===== src/rtl/rs232_tx_fifo.sv =====
`default_nettype none
// ============================================================================
// Module   : rs232_tx_fifo
// Purpose  : RS232 transmitter with a transmit FIFO, programmable baud
//            divisor and per-frame format (data bits, parity, stop bits).
//            Frames are sent back-to-back with no idle gap while data is
//            queued.
// Ports    : clk, rst (async, active-high)
//            div        - clock cycles per bit (0/1 behave as 2)
//            parity_en  - add a parity bit after the data bits
//            parity_odd - 1 = odd parity, 0 = even parity
//            two_stop   - 1 = two stop bits
//            start/data - one-cycle push strobe and byte to queue
//            ovf_clr    - clears the sticky overflow flag
//            rdy        - FIFO not full
//            idle       - FIFO empty and no frame in progress
//            level      - FIFO occupancy
//            ovf        - sticky: a push was dropped on a full FIFO
//            TxD        - serial line, idles high
// Revision : 1.0 - initial release
// ============================================================================
module rs232_tx_fifo #(
    parameter int DATA_BITS  = 8,
    parameter int FIFO_DEPTH = 16,
    parameter int DIV_W      = 16,
    parameter int LVL_W      = 5
) (
    input  logic                 clk,
    input  logic                 rst,
    input  logic [DIV_W-1:0]     div,
    input  logic                 parity_en,
    input  logic                 parity_odd,
    input  logic                 two_stop,
    input  logic                 start,
    input  logic [DATA_BITS-1:0] data,
    input  logic                 ovf_clr,
    output logic                 rdy,
    output logic                 idle,
    output logic [LVL_W-1:0]     level,
    output logic                 ovf,
    output logic                 TxD
);

    localparam int               c_AW        = $clog2(FIFO_DEPTH);
    localparam logic [LVL_W-1:0] c_FULL      = LVL_W'(FIFO_DEPTH);
    localparam logic [3:0]       c_LAST_DATA = 4'(DATA_BITS - 1);
    localparam logic [DIV_W-1:0] c_DIV_MIN   = DIV_W'(2);

    typedef enum logic [2:0] {
        S_IDLE   = 3'd0,
        S_START  = 3'd1,
        S_DATA   = 3'd2,
        S_PARITY = 3'd3,
        S_STOP   = 3'd4
    } state_t;

    // FIFO storage and pointers
    logic [DATA_BITS-1:0] mem_q [FIFO_DEPTH];
    logic [c_AW-1:0]      wr_ptr_q;
    logic [c_AW-1:0]      rd_ptr_q;
    logic [LVL_W-1:0]     level_q;
    logic [LVL_W-1:0]     level_d;
    logic                 ovf_q;
    logic                 ovf_d;

    // Frame engine
    state_t               state_q;
    logic [DIV_W-1:0]     tick_q;
    logic [3:0]           bit_q;
    logic [DATA_BITS-1:0] shreg_q;
    logic                 par_bit_q;
    logic [DIV_W-1:0]     div_l_q;
    logic                 par_en_l_q;
    logic                 two_stop_l_q;
    logic                 txd_q;

    logic                 w_push;
    logic                 w_drop;
    logic                 w_pop;
    logic                 w_bit_end;
    logic                 w_last_stop;
    logic [DIV_W-1:0]     w_div_clamp;
    logic [DATA_BITS-1:0] w_head;

    assign w_head      = mem_q[rd_ptr_q];
    assign w_div_clamp = (div < c_DIV_MIN) ? c_DIV_MIN : div;
    assign w_bit_end   = (tick_q == (div_l_q - DIV_W'(1)));
    // Last stop bit: the only stop bit, or the second one when two are sent.
    assign w_last_stop = (state_q == S_STOP) && w_bit_end &&
                         (!two_stop_l_q || (bit_q == 4'd1));
    assign w_push      = start && (level_q != c_FULL);
    // A full FIFO refuses the push even if a pop frees a slot this cycle.
    assign w_drop      = start && (level_q == c_FULL);
    assign w_pop       = (level_q != '0) && ((state_q == S_IDLE) || w_last_stop);

    assign level_d = level_q + LVL_W'(w_push) - LVL_W'(w_pop);
    // A new drop wins over a simultaneous clear.
    assign ovf_d   = w_drop ? 1'b1 : (ovf_clr ? 1'b0 : ovf_q);

    always_ff @(posedge clk) begin
        if (w_push) begin
            mem_q[wr_ptr_q] <= data;
        end
    end

    always_ff @(posedge clk or posedge rst) begin
        if (rst) begin
            wr_ptr_q <= '0;
            rd_ptr_q <= '0;
            level_q  <= '0;
            ovf_q    <= 1'b0;
        end else begin
            if (w_push) wr_ptr_q <= wr_ptr_q + c_AW'(1);
            if (w_pop)  rd_ptr_q <= rd_ptr_q + c_AW'(1);
            level_q <= level_d;
            ovf_q   <= ovf_d;
        end
    end

    always_ff @(posedge clk or posedge rst) begin
        if (rst) begin
            state_q      <= S_IDLE;
            tick_q       <= '0;
            bit_q        <= '0;
            shreg_q      <= '0;
            par_bit_q    <= 1'b0;
            div_l_q      <= c_DIV_MIN;
            par_en_l_q   <= 1'b0;
            two_stop_l_q <= 1'b0;
            txd_q        <= 1'b1;
        end else if (w_pop) begin
            // Load the next frame and its format; the start bit goes out now.
            shreg_q      <= w_head;
            par_bit_q    <= (^w_head) ^ parity_odd;
            div_l_q      <= w_div_clamp;
            par_en_l_q   <= parity_en;
            two_stop_l_q <= two_stop;
            tick_q       <= '0;
            bit_q        <= '0;
            state_q      <= S_START;
            txd_q        <= 1'b0;
        end else begin
            if (state_q == S_IDLE) begin
                tick_q <= '0;
            end else begin
                tick_q <= w_bit_end ? '0 : tick_q + DIV_W'(1);
            end
            case (state_q)
                S_START: begin
                    if (w_bit_end) begin
                        state_q <= S_DATA;
                        txd_q   <= shreg_q[0];
                    end
                end
                S_DATA: begin
                    if (w_bit_end) begin
                        if (bit_q == c_LAST_DATA) begin
                            bit_q <= '0;
                            if (par_en_l_q) begin
                                state_q <= S_PARITY;
                                txd_q   <= par_bit_q;
                            end else begin
                                state_q <= S_STOP;
                                txd_q   <= 1'b1;
                            end
                        end else begin
                            bit_q   <= bit_q + 4'd1;
                            shreg_q <= shreg_q >> 1;
                            txd_q   <= shreg_q[1];
                        end
                    end
                end
                S_PARITY: begin
                    if (w_bit_end) begin
                        state_q <= S_STOP;
                        bit_q   <= '0;
                        txd_q   <= 1'b1;
                    end
                end
                S_STOP: begin
                    if (w_bit_end) begin
                        if (w_last_stop) begin
                            state_q <= S_IDLE;
                        end else begin
                            bit_q <= 4'd1;
                        end
                    end
                    txd_q <= 1'b1;
                end
                default: begin
                    txd_q <= 1'b1;
                end
            endcase
        end
    end

    assign rdy   = (level_q != c_FULL);
    assign idle  = (state_q == S_IDLE) && (level_q == '0);
    assign level = level_q;
    assign ovf   = ovf_q;
    assign TxD   = txd_q;

endmodule
`default_nettype wire

===== config.mk =====
export PLATFORM = sky130hd
export DESIGN_NAME = rs232_tx_fifo
export DESIGN_NICKNAME = d
export VERILOG_FILES = /design/src/rtl/rs232_tx_fifo.sv
export SDC_FILE = /design/constraint.sdc
export NUM_CORES = 1
export LEC_CHECK = 0
export CAP_MARGIN = 20
export CORE_ASPECT_RATIO = 1.2
export CORE_MARGIN = 2
export CORE_UTILIZATION = 45
export CTS_CLUSTER_DIAMETER = 150
export CTS_CLUSTER_SIZE = 20
export DETAILED_ROUTE_END_ITERATION = 8
export PLACE_DENSITY_LB_ADDON = 0.1
export SYNTH_ARGS = -nofsm -noshare
export SYNTH_HDL_FRONTEND = slang
export SYNTH_SLANG_ARGS = --single-unit

===== constraint.sdc =====
create_clock -name clk -period 4.2 [get_ports clk]
set_input_delay 1.05 -clock clk [delete_from_list [all_inputs] [get_ports clk]]
set_output_delay 1.05 -clock clk [all_outputs]
set_load 0.02 [all_outputs]

# Word-level counts from Yosys, hierarchy flattened
# Memory sizes are Yosys's and may differ from the RTL's.
# Cells that the tools add are included.
# Widths: inputs -> output; s select.
word_totals:
  output_inout_bits: 9
  latch_bits: 0
  elab_cells: 97
  rom_bits: 0
  ramBits: 128
  reg_bits: 65
  in_bits: 31
  mem_count: 1
mem_list:
  columns: ["memory", "words", "width", "rd", "rd_ports_with_merged_regs", "write_ports", "line", "source"]
  rows:
  - ["mem_q", 16, 8, 1, 0, 1, "58", "logic [DATA_BITS-1:0] mem_q [FIFO_DEPTH];"]
classes:
  div: 0
  reduce_logical: 22
  eq_ne: 17
  order_cmp: 1
  addsub: 7
  bitwise: 1
  mux: 35
  shifts: 0
  multipliers: 0
ops:
  columns: ["op", "n"]
  rows:
  - ["$mux 16", 4]
  - ["$mux 8", 4]
  - ["$mux 3", 8]
  - ["$mux 4", 6]
  - ["$ne 3x3->1 const B", 7]
  - ["$add 16x1->16 const B", 1]
  - ["$eq 16x16->1", 1]
  - ["$lt 16x2->1 const B", 1]
  - ["$sub 16x1->16 const B", 1]
  - ["$add 4x1->4 const B", 3]
  - ["$pmux 3 s4", 1]
  - ["$pmux 4 s3", 1]
  - ["$mux 1", 10]
  - ["$reduce_bool 5->1", 2]
  - ["$reduce_xor 8->1", 1]
  - ["$reduce_and 7->1", 1]
  - ["$eq 3x2->1 const B", 2]
  - ["$logic_and 1x1->1", 6]
  - ["$reduce_and 3->1", 2]
  - ["$reduce_bool 2->1", 3]
  - ["$add 5x1->5", 1]
  - ["$eq 5x5->1 const B", 1]
  - ["$logic_not 5->1", 1]
  - ["$ne 5x5->1 const B", 1]
  - ["other kinds (13)", 14]

# Logic depth before layout (Yosys ltp)
# Gate-level depths: netlist (run 1).
depth:
  depth_word: 8
  depth_mapped: 20
  ltp_nobuf: 18

# Worst setup path after synthesis (run 1)
# No wires, ideal clock.
synth_path:
  path_kind: "flip-flop to flip-flop"
  startpoint: "register div_l_q[3]"
  endpoint: "register level_q[4], in the netlist level[4]"
  required_ns: 4.077
  path_buffers: 2
  synth_period_minus_slack_ns: 4.005
  setup_time_ns: 0.123
  t_arrival_ns: 3.882
  path_slack_ns: 0.195
  path_stages_with_launch: 19
  path_cell_list: "dfrtp_1 > or4_1 > buf_2 > and4bb_2 > xnor2_1 > o31ai_1 > o21ai_1 > nor3_4 > nor2_4 > buf_2 > inv_1 > ha_1 > inv_1 > ha_1 > fa_1 > a21oi_1 > nor2_1 > nor2_1 > xnor2_1"
synth_between:
  elab_chain_len: 7
synth_lines:
  columns: ["element", "line", "source"]
  rows:
  - ["start, declared", "72", "logic [DIV_W-1:0] div_l_q;"]
  - ["start signal, assigned", "127", "div_l_q <= c_DIV_MIN;"]
  - ["start signal, assigned", "135", "div_l_q <= w_div_clamp;"]
  - ["$sub 16x1->16", "87", "assign w_bit_end = (tick_q == (div_l_q - DIV_W'(1)));"]
  - ["$eq 16x16->1", "87", null]
  - ["$logic_and 1x1->1 (2 in series)", "89", "assign w_last_stop = (state_q == S_STOP) && w_bit_end &&"]
  - ["$logic_or 1x1->1", "94", "assign w_pop = (level_q != '0) && ((state_q == S_IDLE) || w_last_stop);"]
  - ["$logic_and 1x1->1", "94", null]
  - ["$sub 5x1->5", "96", "assign level_d = level_q + LVL_W'(w_push) - LVL_W'(w_pop);"]
  - ["named net level_d[4]", "62", "logic [LVL_W-1:0] level_d;"]
  - ["end signal, assigned", "115", "level_q <= level_d;"]
  - ["end, declared", "61", "logic [LVL_W-1:0] level_q;"]
# The timed path passes the listed nets, and every way through them passes these cells.
# A chain may end at the register's enable or synchronous reset.

# Worst setup path after layout (run 1)
layout_path:
  startpoint: "register div_l_q[2]"
  endpoint: "register level_q[4], in the netlist level[4]"
# The elaborated chain is that of the path after synthesis.

==> results of run 1 <==
[cell usage after synthesis, types with 3 or more instances]
| library cell | number |
|---|---|
| edfxtp_1 | 128 |
| dfrtp_1 | 63 |
| nor2_1 | 53 |
| mux2i_1 | 50 |
| xnor2_1 | 29 |
| inv_1 | 24 |
| a221oi_1 | 23 |
| xor2_1 | 17 |
| mux2_4 | 16 |
| mux4_2 | 16 |
| nand2_1 | 16 |
| ha_1 | 15 |
| nand3_1 | 15 |
| o21ai_0 | 15 |
| nor4_1 | 11 |
| a21oi_1 | 10 |
| nor3_1 | 10 |
| buf_2 | 9 |
| clkbuf_1 | 9 |
| nand2b_1 | 7 |
| o21a_1 | 7 |
| and3_1 | 5 |
| nand4_1 | 5 |
| buf_6 | 4 |
| mux2_2 | 4 |
| nand3b_1 | 4 |
| a31oi_1 | 3 |
| and2_1 | 3 |
| buf_1 | 3 |
| nor2b_1 | 3 |
| o31a_1 | 3 |
| or3_1 | 3 |
| or4_1 | 3 |
[metal layers]
metal / GRT usage / share of wire / vias up
li1: - / - / 2505
met1: 0.212 / 0.42 / 2723
met2: 0.347 / 0.55 / 84
met3: 0.0322 / 0.022 / 16
met4: 0.0522 / 0.013 / 0
met5: 0 / 0 / -
[layout make-up]
class | instances | area [sq um]
fill | 1626 | 9270
multi-input combinational | 388 | 3250
clock inverter | 14 | 145
inverter | 25 | 93.8
tap | 261 | 327
timing repair buffer | 60 | 561
sequential | 193 | 5470
clock buffer | 18 | 429
[logic make-up (layout without fill, tap and decap cells)]
group | after synthesis | count (layout)
multiplexers | 86 | 86
buffers and inverters | 51 | 117
AND/OR/NAND/NOR | 153 | 153
adder cells (fa/ha/maj) | 16 | 16
XOR/XNOR | 47 | 47
AO/OA/AOI/OAI | 86 | 86
flip-flops | 193 | 193
[worst max path at each step]
stage / from / slack [ns] / end / depth (start not counted)
global route: div_l_q[2]$_DFFE_PP0N_ / 0.08 / level[4]$_DFF_PP0_ / 16
floorplan: div_l_q[3]$_DFFE_PP0N_ / 0.19 / level[4]$_DFF_PP0_ / 18
global placement: div_l_q[3]$_DFFE_PP0N_ / 0.34 / level[4]$_DFF_PP0_ / 16
CTS: div_l_q[3]$_DFFE_PP0N_ / 0.22 / level[4]$_DFF_PP0_ / 16
detailed placement: div_l_q[3]$_DFFE_PP0N_ / 0.25 / level[4]$_DFF_PP0_ / 16
finish: div_l_q[2]$_DFFE_PP0N_ / 0.37 / level[4]$_DFF_PP0_ / 16
[power breakdown]
part	switching (W)	internal, W	leakage (nW)
Sequential	0.000156	0.00225	1.96
Clock	0.000749	0.000843	0.289
Combinational	0.000436	0.000379	1.81
[worst max-delay path: stages (launching register included)]
cell and delay [ns]:
dfrtp_1 0.46, or4_1 0.65, nor4_4 0.30, mux2i_1 0.22, nor3_1 0.09, or3_1 0.44, nor3_4 0.25, nor2_4 0.05
inv_1 0.06, ha_1 0.11, inv_1 0.04, ha_1 0.20, fa_1 0.41, a21oi_1 0.15, nor2_1 0.05, nor2_1 0.13
xnor2_1 0.14
[layout by cell type, fill, tap and decap left out, types with 5 or more instances in the layout]
cell type,netlist,layout
xor2_1,17,17
buf_4,1,20
o21ai_0,15,15
mux4_2,16,16
a21oi_1,10,10
a221oi_1,23,23
mux2i_1,50,50
nand2_1,16,16
inv_1,24,23
o21a_1,7,7
and3_1,5,5
clkdlybuf4s50_1,0,39
mux2_4,16,16
ha_1,15,15
xnor2_1,29,29
dfrtp_1,63,62
nor2_1,53,53
nand4_1,5,5
inv_8,0,5
nor4_1,11,11
edfxtp_1,128,128
nand3_1,15,15
clkbuf_16,0,17
nand2b_1,7,7
nor3_1,10,10
[state kept, by name (all words and copies together), names as in the netlist, 3 cells and up]
| register | count |
|---|---|
| mem_q | 128 |
| div_l_q | 16 |
| tick_q | 16 |
| shreg_q | 8 |
| level | 5 |
| bit_q | 4 |
| rd_ptr_q | 4 |
| wr_ptr_q | 4 |
| state_q | 3 |
[what timing repair did]
action,in CTS,in global routing
setup endpoints to repair,0,1
hold buffers,0,0
resized for setup,0,1
hold endpoints to repair,0,0
[metrics by stage]
| step | worst slack, ns | total power (W) | util | hold WS [ns] | cell area (sq um) |
|---|---|---|---|---|---|
| finish | 0.367 | 0.00482 | 0.526 | 0.522 | 10300 |
| global route | 0.0764 | 0.00503 | 0.526 | 0.535 | 10300 |
| CTS | 0.217 | 0.00487 | 0.525 | 0.527 | 10300 |
| detailed placement | 0.251 | 0.00327 | 0.496 | 0.505 | 9700 |
| global placement | 0.340 | 0.00324 | 0.496 | 0.494 | 9700 |
| floorplan | 0.195 | 0.00296 | - | 0.472 | 8950 |
==> flow_metrics.tcl, run 1 <==
set metrics [dict create \
    std_cell_rows 56 \
    synth.area.top_cells "edfxtp_1 (43%), dfrtp_1 (18%), mux2i_1 (5.6%)" \
    synthSimpleGateAreaFrac 0.0934 \
    dp.cells 927 \
    synth_area_sq_mm 0.00895 \
    die_width_um 133 \
    grt_max_degree 34 \
    worst-path-max-fanout 9 \
    synth_top_family_by_area "multiplexers" \
    clkLatencyLatePin_ns 0.43 \
    nets 732 \
    fin_crit_ns 3.83 \
    worstHoldEndpoint "par_bit_q$_DFFE_PP0N_" \
    reg2reg_slack_ns 0.37 \
    hold_path_class "reg2reg" \
    clk_pin_slew_ns 0.07 \
    via_per_inst 5.56 \
    setup_tns_ns 0 \
    ff2ff_path_depth 16 \
    totalWireLength_um 18500 \
    p_leak_nw 4.06 \
    max_slew_margin 0.378 \
    grt_overflow 0 \
    r2r_start "div_l_q[2]$_DFFE_PP0N_" \
    die_y_um 159 \
    final.period_utilization 0.913 \
    cts_max_path_buffers 2 \
    grt_pass1_vias 5463 \
    worstPathRequired_ns 4.54 \
    drtAntennaViolNets 0 \
    port_buffers 39 \
    start_util 0.458 \
    synth_edf_count 128 \
    endpoint_kind "flop" \
    via_count 5328 \
    synth_ff_type "edfxtp_1" \
    cts_setup_buffers 0 \
    status "finished, final reports clean" \
    synth_xor_area_frac 0.0475 \
    whs_path_depth 1 \
    cts_sinks 193 \
    worst-endpoint-arrival_ns 4.17 \
    maxCapViolations 0 \
    start_kind "flop" \
    drtPass1Iterations 6 \
    dr.first_iter.drc_count 274 \
    synth_mux_area_frac 0.128 \
    worst_slew_pin_slew_ns 0.930 \
    synthAdderAreaFrac 0.0232 \
    synthToLayoutAreaGrowth_pct 14.8 \
    drc 0 \
    yosysSeqAreaShare 0.611 \
    yosysWarnings 0 \
    synth_cells 632 \
    skew_ns 0.0136 \
    synth_seq_cells 193 \
    fp.coreArea_sq_mm 0.0195 \
    finalHoldViolations 0 \
    cts-buffers-inserted 17 \
    wire_per_inst_um 19.2 \
    fin_cells 959 \
    async_flop_share 0.337 \
    yosysTopAreaCell "edfxtp_1" \
    cts.root.buffer_cell "clkbuf_16" \
    die-area_sq_mm 0.0210 \
    p_per_area_mw_per_mm2 469 \
    worstHoldStart "par_bit_q$_DFFE_PP0N_" \
    cts_max_level 4 \
    insertedDiodeCount 0 \
    cts_tree "built" \
    ys_types 66 \
    setup_violations 0 \
    fmax_mhz 261 \
    antenna_found_initial 0 \
    worstSetupPathType "reg2reg" \
    syn_nets 679 \
    vdd_ir_drop_max_uv 369 \
    io-pin-count 40 \
    drv_slew 0 \
    reg2reg_to "level[4]$_DFF_PP0_" \
    place.detailed.hpwl_um 13100 \
    synth-compound-area-share 0.0700 \
    rsz0062_at_grt "false" \
    synth_top_area_frac 0.429 \
    postSynthAreaPerCell_sq_um 14.2 \
    drive_gt1_frac 0.148 \
    grt_use_total 0.183 \
    gp_congestion 0.854 \
    grt_pass1_wl_um 29400 \
]
(Power assumes the default switching activity.)
==> inputs of run 2 (changes only) <==
--- a/config.mk
+++ b/config.mk
@@ -5,10 +5,11 @@
 export SDC_FILE = /design/constraint.sdc
 export NUM_CORES = 1
 export LEC_CHECK = 0
+export ABC_CLOCK_PERIOD_IN_PS = 4200
 export CAP_MARGIN = 20
 export CORE_ASPECT_RATIO = 1.2
 export CORE_MARGIN = 2
-export CORE_UTILIZATION = 45
+export CORE_UTILIZATION = 35
 export CTS_CLUSTER_DIAMETER = 150
 export CTS_CLUSTER_SIZE = 20
 export DETAILED_ROUTE_END_ITERATION = 8
==> run 2 against run 1 <==
Clock power grew 3%. Maximum frequency fell by 2.0%. Cell area increased by 1.5%. Sequential power barely moved. Critical endpoint unchanged.
==> flow_metrics.tcl, run 2 (synthesis results as in run 1) <==
set metrics [dict create \
    grt_pass1_wl_um 30900 \
    drtAntennaViolNets 0 \
    place_area_sq_mm 0.00983 \
    final.period_utilization 0.931 \
    die_y_um 179 \
    drive_gt1_frac 0.153 \
    use_met1 0.177 \
    post-place-ws_ns 0.287 \
    worst_slew_pin_slew_ns 0.864 \
    whs_path_depth 1 \
    endpoint_kind "flop" \
    fin_area_sq_mm 0.0104 \
    setup_violations 0 \
    grt_overflow 0 \
    cts_max_path_buffers 2 \
    worstSetupPathType "reg2reg" \
    die-area_sq_mm 0.0269 \
    via_per_inst 5.17 \
    cts_setup_buffers 0 \
    rsz0062_at_grt "false" \
    hold_path_class "reg2reg" \
    layout_commonest_cell "edfxtp_1" \
    nets 738 \
    top_usage_layer "met2" \
    maxCapViolations 0 \
    fin_crit_ns 3.91 \
    setup_tns_ns 0 \
    totalWireLength_um 19200 \
    status "finished, final reports clean" \
    skew_ns 0.0110 \
    regMostFlops "mem_q" \
    max_slew_margin 0.422 \
    gp_congestion 0.862 \
    postCtsHoldBufs 0 \
    cts_tree "built" \
    clk_pin_slew_ns 0.07 \
    top_regs "mem_q: 128 flops, div_l_q: 16 flops, tick_q: 16 flops" \
    totalPowerFinal_w 0.00487 \
    fin_ws_ns 0.291 \
    cts-buffers-inserted 17 \
    clkLatencyLatePin_ns 0.44 \
    start_kind "flop" \
    port_buffers 39 \
    std_cell_rows 64 \
    cp_num_cells 16 \
    grt_use_total 0.153 \
    drc 0 \
    fmax_mhz 256 \
    finalHoldViolations 0 \
    p_leak_nw 4.08 \
    wire_per_inst_um 18.6 \
    worst-endpoint-arrival_ns 4.27 \
    met3_usage 0.0298 \
    cts_max_level 4 \
    vdd_ir_drop_max_uv 271 \
    met2_usage 0.284 \
    place.detailed.hpwl_um 13900 \
    crit_family "simple AND/OR/NAND/NOR gates" \
    largest_register_ffs 128 \
    cts_sinks 193 \
    worstPathRequired_ns 4.56 \
    insertedDiodeCount 0 \
    dr.first_iter.drc_count 206 \
    path_cells "or4_1 > nor4_4 > mux2i_1 > nor3_1 > or3_1 > nor3_4 > nor2_4 > inv_1 > ha_1 > inv_1 > ha_1 > fa_1 > a21oi_1 > nor2_1 > nor2_1 > xnor2_1" \
    grt_pass1_vias 5649 \
    fin_hold_ws_ns 0.511 \
    cts_resized 0 \
    cpPeakStageDelay_ns 0.72 \
    grt_max_degree 38 \
    critPathBufInv 2 \
    drv_slew 0 \
    ff2ff_path_depth 16 \
    synthToLayoutAreaGrowth_pct 16.5 \
    cts.root.buffer_cell "clkbuf_16" \
    start_util 0.354 \
    p_per_area_mw_per_mm2 467 \
    drtPass1Iterations 4 \
    die_width_um 150 \
    worst-path-max-fanout 7 \
    fp.coreArea_sq_mm 0.0253 \
    antenna_found_initial 0 \
    io-pin-count 40 \
    crit_path_top_delay_cell "or4_1" \
    via_count 5349 \
    n_fill_cell 2389 \
    final_cell_mix "edfxtp_1 (128), dfrtp_1 (62), nor2_1 (53)" \
]
[run 2: per-stage QoR]
step           utilization  instances
2_1_floorplan            -        632
3_3_place_gp         0.388       1002
3_5_place_dp         0.388       1002
4_1_cts              0.412       1034
5_1_grt              0.412       1034
6_report             0.412       1034
[run 2: path summary, 6_finish.rpt]
| kind | slack, ns | end | from |
|---|---|---|---|
| hold reg to reg | 0.51 | par_bit_q$_DFFE_PP0N_ | par_bit_q$_DFFE_PP0N_ |
| hold / removal | 0.51 | par_bit_q$_DFFE_PP0N_ | par_bit_q$_DFFE_PP0N_ |
| setup reg to reg | 0.29 | level[4]$_DFF_PP0_ | div_l_q[3]$_DFFE_PP0N_ |
| max in group asynchronous | 2.44 | div_l_q[1]$_DFFE_PP1N_ | rst |
| setup / recovery | 0.29 | level[4]$_DFF_PP0_ | div_l_q[3]$_DFFE_PP0N_ |
| min in group asynchronous | 1.04 | bit_q[0]$_DFFE_PP0P_ | rst |
[run 2: per-layer routing]
layer  vias up  part of all wire
li1       2520                 -
met1      2730              0.42
met2        77              0.54
met3        22             0.024
met4         0             0.016
met5         -                 0
[run 2: power breakdown]
group	leakage, nW	internal, W	total (W)	switching, W
Clock	0.285	0.000899	0.00164	0.000746
Sequential	1.96	0.00225	0.00241	0.000158
Combinational	1.84	0.000383	0.000816	0.000433
Total	4.08	0.00353	0.00487	0.00134
[run 2: worst reg2reg max path: cells and delay by family (launching register included)]
kind | cells | cell delay, ns
mux | 1 | 0.23
fa+ha+maj | 3 | 0.71
flops | 1 | 0.44
simple gates | 8 | 2.09
xor+xnor | 1 | 0.12
compound gates | 1 | 0.15
buf+inv | 2 | 0.10
[run 2: area by class of cell]
class / count / area, sq um / share of cell area
Inverter: 25 / 93.8 / 0.00900
Multi-Input combinational cell: 388 / 3240 / 0.311
Sequential cell: 193 / 5470 / 0.525
Tap cell: 330 / 413 / 0.0396
Timing Repair Buffer: 66 / 606 / 0.0581
Clock inverter: 14 / 170 / 0.0163
Clock buffer: 18 / 429 / 0.0412
==> inputs of run 3 (changes only) <==
--- a/config.mk
+++ b/config.mk
@@ -5,14 +5,15 @@
 export SDC_FILE = /design/constraint.sdc
 export NUM_CORES = 1
 export LEC_CHECK = 0
-export ABC_CLOCK_PERIOD_IN_PS = 4200
-export CAP_MARGIN = 20
+export ABC_CLOCK_PERIOD_IN_PS = 3700
+export CAP_MARGIN = 15
 export CORE_ASPECT_RATIO = 1.2
 export CORE_MARGIN = 2
 export CORE_UTILIZATION = 35
 export CTS_CLUSTER_DIAMETER = 150
 export CTS_CLUSTER_SIZE = 20
 export DETAILED_ROUTE_END_ITERATION = 8
+export GPL_ROUTABILITY_DRIVEN = 0
 export PLACE_DENSITY_LB_ADDON = 0.1
 export SYNTH_ARGS = -nofsm -noshare
 export SYNTH_HDL_FRONTEND = slang
==> constraint.sdc (replaced) <==
create_clock -name clk -period 3.7 [get_ports clk]
set_input_delay 0.925 -clock clk [delete_from_list [all_inputs] [get_ports clk]]
set_output_delay 0.925 -clock clk [all_outputs]
set_load 0.02 [all_outputs]
==> run 3 against run 2 <==
Maximum frequency rose by 8.3%. Final cell count increased by 2.7%. Critical path type unchanged. Cell area grew 3.0%. Wire length is 0.64% higher. Register-to-register slack lost 0.20 ns. Sequential power rose by 13%. Via count increased by 1.7%. Clock skew rose by 0.0010 ns.
==> flow_metrics.tcl, run 3 (synthesis results as in run 1) <==
set metrics [dict create \
    postCtsHoldBufs 0 \
    routed.top_layer "met4" \
    wl_met3_um 469 \
    crit_family "simple AND/OR/NAND/NOR gates" \
    start_util 0.354 \
    pwr-share-clk 0.337 \
    cts-buffers-inserted 17 \
    r2r_start "div_l_q[3]$_DFFE_PP0N_" \
    grt_use_total 0.149 \
    fin_hold_ws_ns 0.523 \
    dr_wl_met2_um 10500 \
    cts_max_level 4 \
    p_sw_frac 0.291 \
    drtPass1Iterations 7 \
    cts_sinks 193 \
    final_cell_mix "edfxtp_1 (128), dfrtp_1 (62), nor2_1 (53), buf_4 (53), mux2i_1 (50)" \
    grt_max_degree 66 \
    clk_pin_slew_ns 0.08 \
    endpoint_kind "flop" \
    seqPwrFrac 0.487 \
    worstPathRequired_ns 4.05 \
    endpoint "level[4]$_DFF_PP0_" \
    worstSetupPathType "reg2reg" \
    cts_tree "built" \
    via_per_inst 5.12 \
    port_buffers 39 \
    cp_num_cells 17 \
    ff2ff_path_depth 17 \
    fp.coreArea_sq_mm 0.0253 \
    cts_max_path_buffers 2 \
    hold_path_class "reg2reg" \
    wl_met1_um 7930 \
    regMostFlops "mem_q" \
    p_sw_w 0.00162 \
    totalWireLength_um 19300 \
    p_int_w 0.00395 \
    synthToLayoutAreaGrowth_pct 20.0 \
    place_area_sq_mm 0.0100 \
    worst_slew_pin_slew_ns 0.877 \
    die-area_sq_mm 0.0269 \
    place.detailed.hpwl_um 13600 \
    io-pin-count 40 \
    wire_per_inst_um 18.2 \
    worst-endpoint-arrival_ns 3.96 \
    fin_area_sq_mm 0.0107 \
    clkLatencyLatePin_ns 0.42 \
    cpPeakStageDelay_ns 0.54 \
    grt_pass1_vias 5622 \
    worst-path-max-fanout 7 \
    fmax_mhz 277 \
    antenna_found_initial 0 \
    die_y_um 179 \
    p_comb_frac 0.176 \
    max_slew_margin 0.415 \
    layout_commonest_cell "edfxtp_1" \
    dr.first_iter.drc_count 278 \
    fin_crit_ns 3.61 \
    path_cells "or4_4 > buf_8 > nor4_4 > mux2i_1 > nor3_2 > or3_4 > nor3_4 > nor2_4 > inv_2 > ha_1 > inv_1 > ha_4 > fa_2 > a21oi_2 > nor2_1 > nor2_1 > xnor2_1" \
    drc 0 \
    p_per_area_mw_per_mm2 519 \
    insertedDiodeCount 0 \
    die_width_um 150 \
    finalHoldViolations 0 \
    crit_path_top_delay_cell "or4_4" \
    final.period_utilization 0.976 \
    drive_gt1_frac 0.209 \
    nets 766 \
    skew_ns 0.0120 \
    status "finished, final reports clean" \
    reg2reg_slack_ns 0.09 \
    cts.root.buffer_cell "clkbuf_16" \
    crit_top_cell "nor2_1" \
    grt_overflow 0 \
    grt_pass1_wl_um 30500 \
    top_regs "mem_q: 128 flops, div_l_q: 16 flops, tick_q: 16 flops" \
    via_count 5442 \
    drtAntennaViolNets 0 \
    start_kind "flop" \
    std_cell_rows 64 \
    setup.worst_path.start "div_l_q[3]$_DFFE_PP0N_" \
    vdd_ir_drop_max_uv 296 \
    p_leak_nw 4.25 \
    critPathBufInv 3 \
    drv_slew 0 \
    maxCapViolations 0 \
    setup_violations 0 \
    reg2reg_to "level[4]$_DFF_PP0_" \
    largest_register_ffs 128 \
]
[run 3: cell types whose count changed in the layout (fill, tap and decap cells not counted), sizes merged]
| cell | change |
|---|---|
| buf | +28 |
| inv | +1 |
| bufinv | -2 |
| clkinv | +3 |
| clkbuf | -1 |
| clkinvlp | -1 |
[run 3: worst min-delay path by stage]
stage               slack [ns]                  start                     to  cells past startpoint
finish                    0.52  par_bit_q$_DFFE_PP0N_  par_bit_q$_DFFE_PP0N_                      1
global placement          0.50  par_bit_q$_DFFE_PP0N_  par_bit_q$_DFFE_PP0N_                      1
floorplan                 0.47  par_bit_q$_DFFE_PP0N_  par_bit_q$_DFFE_PP0N_                      1
CTS                       0.53  par_bit_q$_DFFE_PP0N_  par_bit_q$_DFFE_PP0N_                      1
global route              0.54  par_bit_q$_DFFE_PP0N_  par_bit_q$_DFFE_PP0N_                      1
detailed placement        0.51  par_bit_q$_DFFE_PP0N_  par_bit_q$_DFFE_PP0N_                      1
[run 3: repair_timing]
action,CTS,global route
buffers inserted,0,3
gates resized for setup,1,10
setup endpoints to repair,1,1
pin swaps,0,9
[run 3: layer usage]
layer / vias up / GRT usage
li1: 2570 / -
met1: 2747 / 0.173
met2: 100 / 0.276
met3: 25 / 0.0260
met4: 0 / 0.0491
met5: - / 0
[run 3: power by group through the flow]
stage	clock (W)	sequential, W	combinational, W
after floorplan	0	0.00274	0.000632
after detailed placement	0	0.00276	0.000992
after global routing	0.00200	0.00275	0.00109
after CTS	0.00193	0.00272	0.000999
after global placement	0	0.00275	0.000976
final	0.00188	0.00272	0.000980
[run 3: area by class of cell]
cell class,instances,area (sq um)
fill,2331,14600
sequential,193,5470
multi-input combinational,388,3320
timing repair buffer,94,823
clock buffer,17,425
tap,330,413
clock inverter,15,199
inverter,25,93.8
[run 3: worst register-to-register path, cell delays in order, from the launching register on]
cell	delay [ns]
dfrtp_1	0.38
or4_4	0.54
buf_8	0.16
nor4_4	0.35
mux2i_1	0.27
nor3_2	0.08
or3_4	0.37
nor3_4	0.20
nor2_4	0.07
inv_2	0.04
ha_1	0.10
inv_1	0.05
ha_4	0.16
fa_2	0.36
a21oi_2	0.14
nor2_1	0.05
nor2_1	0.11
xnor2_1	0.12
[run 3: metrics by stage]
stage | worst slack (ns) | TNS, ns | instances | power (W) | util
after floorplan | -0.0406 | -0.0406 | 632 | 0.00338 | -
after global placement | 0.0235 | 0 | 1027 | 0.00373 | 0.397
after detailed placement | -0.0192 | -0.0192 | 1027 | 0.00376 | 0.397
after CTS | 0.0141 | 0 | 1059 | 0.00565 | 0.422
after global routing | -0.0271 | -0.0271 | 1062 | 0.00585 | 0.425
final | 0.0886 | 0 | 1062 | 0.00558 | 0.425
